--- src/rtl/alu_seq.sv ---
// rtl/alu_seq.sv - sequential ALU: single-cycle ops plus iterative signed shift-add multiply
module alu_seq #(
   parameter int WIDTH = 16,
   parameter int SHW   = $clog2(WIDTH)
) (
   input  logic             clk,
   input  logic             rst,
   input  logic             in_valid,
   output logic             in_ready,
   input  logic [WIDTH-1:0] A,
   input  logic [WIDTH-1:0] B,
   input  logic [4:0]       alu_code,
   output logic             out_valid,
   input  logic             out_ready,
   output logic [WIDTH-1:0] C,
   output logic             overflow,
   output logic             illegal,
   output logic             ovf_sticky,
   input  logic             ovf_clear
);
   localparam int             CW       = $clog2(WIDTH);
   localparam logic [4:0]     CODE_MUL = 5'b00110;
   localparam logic [WIDTH-1:0] ONE    = WIDTH'(1);
   localparam logic [WIDTH-1:0] MAXV   = {1'b0, {(WIDTH-1){1'b1}}};
   localparam logic [WIDTH-1:0] MINV   = {1'b1, {(WIDTH-1){1'b0}}};

   typedef enum logic [1:0] {IDLE, MUL, DONE} state_t;
   state_t state;

   logic [2*WIDTH-1:0] acc;
   logic [2*WIDTH-1:0] mcand;
   logic [2*WIDTH-1:0] addend;
   logic [2*WIDTH-1:0] acc_next;
   logic [WIDTH-1:0]   mplier;
   logic [CW-1:0]      cnt;
   logic               last;
   logic               mul_ovf;
   logic               accept;
   logic               ovf_set;
   logic [SHW-1:0]     sh;
   logic [WIDTH-1:0]   sc_c;
   logic               sc_ovf;
   logic               sc_ill;

   assign accept = in_valid & in_ready;
   assign sh     = B[SHW-1:0];

   // Signed shift-add step: bit WIDTH-1 of the multiplier carries negative weight, so it subtracts.
   assign last     = (cnt == CW'(WIDTH - 1));
   assign addend   = mplier[0] ? mcand : '0;
   assign acc_next = last ? (acc - addend) : (acc + addend);
   assign mul_ovf  = (acc_next[2*WIDTH-1:WIDTH] != {WIDTH{acc_next[WIDTH-1]}});

   // Sticky overflow is raised on the same edge that a flagged result becomes visible.
   assign ovf_set = (state == IDLE && accept && alu_code != CODE_MUL && sc_ovf) ||
                    (state == MUL && last && mul_ovf);

   // Result of every single-cycle operation, evaluated on the presented operands.
   always_comb begin
      sc_c   = '0;
      sc_ovf = 1'b0;
      sc_ill = 1'b0;
      case (alu_code)
         5'b00000: begin
            sc_c   = A + B;
            sc_ovf = (A[WIDTH-1] == B[WIDTH-1]) && (sc_c[WIDTH-1] != A[WIDTH-1]);
         end
         5'b00010: begin
            sc_c   = A - B;
            sc_ovf = (A[WIDTH-1] != B[WIDTH-1]) && (sc_c[WIDTH-1] != A[WIDTH-1]);
         end
         5'b00100: begin
            sc_c   = A + ONE;
            sc_ovf = (A == MAXV);
         end
         5'b00101: begin
            sc_c   = A - ONE;
            sc_ovf = (A == MINV);
         end
         5'b00110: sc_c = '0;
         5'b01000: sc_c = A & B;
         5'b01001: sc_c = A | B;
         5'b01010: sc_c = A ^ B;
         5'b01100: sc_c = ~A;
         5'b10000: sc_c = A << sh;
         5'b10001: sc_c = A >> sh;
         5'b10010: sc_c = {A[WIDTH-1], A[WIDTH-2:0] << sh};
         5'b10011: sc_c = $signed(A) >>> sh;
         5'b11000: sc_c[0] = ($signed(A) <= $signed(B));
         5'b11001: sc_c[0] = ($signed(A) <  $signed(B));
         5'b11010: sc_c[0] = ($signed(A) >= $signed(B));
         5'b11011: sc_c[0] = ($signed(A) >  $signed(B));
         5'b11100: sc_c[0] = (A == B);
         5'b11101: sc_c[0] = (A != B);
         default:  sc_ill = 1'b1;
      endcase
   end

   // Control FSM with registered handshake and result outputs.
   always_ff @(posedge clk) begin
      if (rst) begin
         state      <= IDLE;
         in_ready   <= 1'b1;
         out_valid  <= 1'b0;
         C          <= '0;
         overflow   <= 1'b0;
         illegal    <= 1'b0;
         ovf_sticky <= 1'b0;
         acc        <= '0;
         mcand      <= '0;
         mplier     <= '0;
         cnt        <= '0;
      end else begin
         case (state)
            IDLE: begin
               if (accept) begin
                  in_ready <= 1'b0;
                  if (alu_code == CODE_MUL) begin
                     state  <= MUL;
                     acc    <= '0;
                     mcand  <= {{WIDTH{A[WIDTH-1]}}, A};
                     mplier <= B;
                     cnt    <= '0;
                  end else begin
                     state     <= DONE;
                     out_valid <= 1'b1;
                     C         <= sc_c;
                     overflow  <= sc_ovf;
                     illegal   <= sc_ill;
                  end
               end
            end
            MUL: begin
               acc    <= acc_next;
               mcand  <= mcand << 1;
               mplier <= mplier >> 1;
               cnt    <= cnt + CW'(1);
               if (last) begin
                  state     <= DONE;
                  out_valid <= 1'b1;
                  C         <= acc_next[WIDTH-1:0];
                  overflow  <= mul_ovf;
                  illegal   <= 1'b0;
               end
            end
            DONE: begin
               if (out_ready) begin
                  state     <= IDLE;
                  out_valid <= 1'b0;
                  in_ready  <= 1'b1;
               end
            end
            default: begin
               state     <= IDLE;
               out_valid <= 1'b0;
               in_ready  <= 1'b1;
            end
         endcase
         if (ovf_set)
            ovf_sticky <= 1'b1;
         else if (ovf_clear)
            ovf_sticky <= 1'b0;
      end
   end
endmodule

--- config.mk ---
export PLATFORM = sky130hd
export DESIGN_NAME = alu_seq
export DESIGN_NICKNAME = d
export VERILOG_FILES = /design/src/rtl/alu_seq.sv
export SDC_FILE = /design/constraint.sdc
export NUM_CORES = 1
export LEC_CHECK = 0
export ABC_CLOCK_PERIOD_IN_PS = 9400
export BUFFER_PORTS_ARGS = -buffer_cell sky130_fd_sc_hd__buf_4
export CORE_UTILIZATION = 40
export DETAILED_ROUTE_END_ITERATION = 10
export SYNTH_ARGS = -nofsm -noshare
export SYNTH_HDL_FRONTEND = slang
export SYNTH_SLANG_ARGS = --single-unit
--- constraint.sdc ---
create_clock -name clk -period 9.4 [get_ports clk]
set_input_delay 0 -clock clk [delete_from_list [all_inputs] [get_ports clk]]
set_output_delay 0 -clock clk [all_outputs]
set_load 0.01 [all_outputs]
==> results_dict.tcl <==
set metrics [dict create \
    ys.warnings.count 0 \
    die_h_microns 174 \
    crit_chain "or2_1 -> or4_4 -> o31ai_1 -> nand3_1 -> a21oi_1 -> nor3b_2 -> a21oi_1 -> a31oi_1 -> o21ai_0 -> ha_1 -> nand2_1 -> nor3_1 -> nand3_1 -> a2111oi_0 -> o21ai_0 -> and2_1 -> nor4bb_1 -> a31o_1 -> a31oi_1" \
    hp-class "in -> reg" \
    post-route-min-period_ps 5330 \
    synthXorXnorAreaFrac_pct 3.70 \
    cts_tree "done" \
    setup_viol 0 \
    syn-num-nets 1846 \
    cts_made_buffers 9 \
    fin_skew_ps 16.3 \
    start_util_pct 41.0 \
    drt_iter0_drc 1493 \
    cts-htree-levels 3 \
    synth.distinct_cells 86 \
    p_per_area_nw_per_um2 192 \
    synth.cell_area_sq_um 11800 \
    diodes 0 \
    rows 62 \
    cp.arrival_ps 5580 \
    layout_common_cells "nor2_1, a21oi_1, nand2_1, dfxtp_1, o21ai_0" \
    synthMuxAreaShare_pct 3.31 \
    grt_pass1_wl_microns 68600 \
    grt_usage_pct 28.6 \
    wl_microns 44000 \
    synth-seq-cells 107 \
    power_leakage_uw 0.00508 \
    synth_compound_area_share_pct 34.0 \
    vias 13200 \
    ctsLongestPathBuffers 2 \
    synth_ff_type "dfxtp_1" \
    syn_to_final_growth_pct 8.25 \
    firstDrtPassIters 6 \
    core-area_sq_um 28900 \
    path_clk_slew_ps 90 \
    routedWlPerCell_microns 21.3 \
    slowest_delay_ps 580 \
    grt_antenna_before_repair 0 \
    numPortBuffers 62 \
    max-slew-margin-rel_pct 34.2 \
    startpoint_type "flip-flop" \
    drv_cap 0 \
    layout-drive-gt1-share_pct 8.43 \
    cts-root-buf "clkbuf_16" \
    nets 1810 \
    worst_pin_slew_ps 986 \
    path_max_fanout 9 \
    final_common_cell "nor2_1" \
    grt_max_degree 66 \
    avgSynthCellArea_sq_um 6.89 \
    die_x_microns 174 \
    dp_hpwl_microns 32800 \
    grt-ovfl-total 0 \
    drtAntennaViolNets 0 \
    status "finished, final reports clean" \
    hold_violations 0 \
    yosys.area_share.simple_pct 24.7 \
    drv_slew 0 \
    p_total_uw 2460 \
    worstSetupEndpointType "flip-flop" \
    netlist_instances 1716 \
    rsz0062_at_grt "false" \
    routabilityCongestion 0.991 \
    setup.worst_path.class "reg -> reg" \
    setup_tns_ps 0 \
    irDropWorstVdd_uv 101 \
    die_area_sq_um 30300 \
    synth-async-reset-ratio_pct 0 \
    grt_pass1_vias 12200 \
    io_pins 63 \
    max_freq_ghz 0.188 \
    place_area_sq_um 12400 \
    crit_family "simple AND/OR/NAND/NOR gates" \
    final_area_sq_um 12800 \
    fillCellCount 3036 \
    synthAdderAreaFrac_pct 9.50 \
    synth_seq_area_share_pct 18.1 \
    clock_latency_ps 370 \
    drc 0 \
    cts.sinks 107 \
    synth_top_family_by_area "compound AO/OA/AOI/OAI gates" \
    critPathSlowestCell "a2111oi_0" \
    worstPathRequired_ps 9650 \
    finalCritPeriodShare_pct 56.7 \
    synth_edf_count 0 \
    path_buf_inv 0 \
    vias_per_cell 6.40 \
    post_cts_buffers 0 \
]
==> layer usage <==
layer | share of wire (%) | vias up | GRT usage (%)
li1 | - | 6275 | -
met1 | 44 | 6248 | 39.1
met2 | 44 | 609 | 44.9
met3 | 7.5 | 106 | 3.70
met4 | 3.9 | 0 | 12.1
met5 | 0 | - | 0
==> path summary, 6_finish.rpt <==
check / slack, ps / endpoint / cells past startpoint / from
max: 4070 / overflow / 19 / mcand[6]
min: 20 / mcand[0] / 2 / rst
max reg2reg: 4070 / overflow / 19 / mcand[6]
min reg2reg: 460 / illegal / 2 / illegal
==> through the flow <==
stage               setup WS (ps)  std cells  hold WS, ps  util, %
CTS                          4170       2069         3.17     44.4
finish                       4070       2069         17.6     44.4
floorplan                    4830       1716          162        -
global placement             4310       2043          297     43.0
detailed placement           4180       2043          301     43.0
global route                 3600       2069         21.0     44.4
==> cells in the mapped netlist, types with 5 or more instances <==
cell type	n	area share, %
inv_1	71	2.3
nand3_1	40	1.7
o21bai_1	9	0.57
mux2_2	5	0.48
xor2_1	16	1.2
nor2b_1	16	0.85
o21ai_1	6	0.25
buf_1	11	0.35
o2111ai_1	8	0.59
buf_2	10	0.42
dfxtp_1	107	18
o41ai_1	5	0.37
or3_1	11	0.58
a311oi_1	19	1.4
a21o_1	25	1.6
nor4_1	20	1.1
a221oi_1	11	0.81
nand4_1	19	1.0
o211ai_1	9	0.57
and2_1	11	0.58
or2_2	8	0.42
o21a_1	9	0.57
a31oi_1	42	2.2
a211o_1	6	0.44
a221o_1	7	0.59
or4_1	5	0.32
mux4_2	6	1.1
mux2i_1	20	1.7
o21ai_0	100	4.2
a21oi_1	178	7.5
nand2_1	169	5.4
o31ai_1	13	0.83
a211oi_1	27	1.7
nor2_1	213	6.8
o221a_2	6	0.57
xnor2_1	34	2.5
o221ai_1	11	0.81
o22ai_1	24	1.3
nand2b_1	24	1.3
and3_1	14	0.74
clkbuf_1	113	3.6
ha_1	85	9.0
a22oi_1	38	2.4
nor3_1	50	2.1
==> power by group <==
group	switching [uW]	total [uW]	leakage (uW)	internal (uW)
Combinational	926	1510	0.00407	581
Clock	197	390	0.000143	193
Sequential	54.2	559	0.000872	505
==> cell type report <==
class	instances	area, sq um	area share [%]
inverters	74	278	2.17
well taps	384	480	3.75
flip-flops and latches	107	2140	16.7
clock inverters	6	56.3	0.440
clock buffers	10	239	1.87
multi-input cells	1401	8930	69.7
repair buffers	87	678	5.30
==> registers in the layout, indices dropped and copies added (netlist names) <==
name and flops:
cnt 4, out_valid 1, C 16, in_ready 1, state 2, mplier 16
illegal 1, acc 32, overflow 1, ovf_sticky 1, mcand 32
==> timing repair <==
item	CTS	global route
hold endpoints to repair	11	0
hold buffers	10	0
gates resized for setup	0	0
==> cells by family (layout without fill, tap and decap cells) <==
group	after synthesis	after routing
multiplexers	31	31
adder cells (fa/ha/maj)	88	88
AND/OR/NAND/NOR	625	625
flip-flops	107	107
XOR/XNOR	50	50
buffers and inverters	208	177
AO/OA/AOI/OAI	607	607
Power figures use the tool's default switching activity.
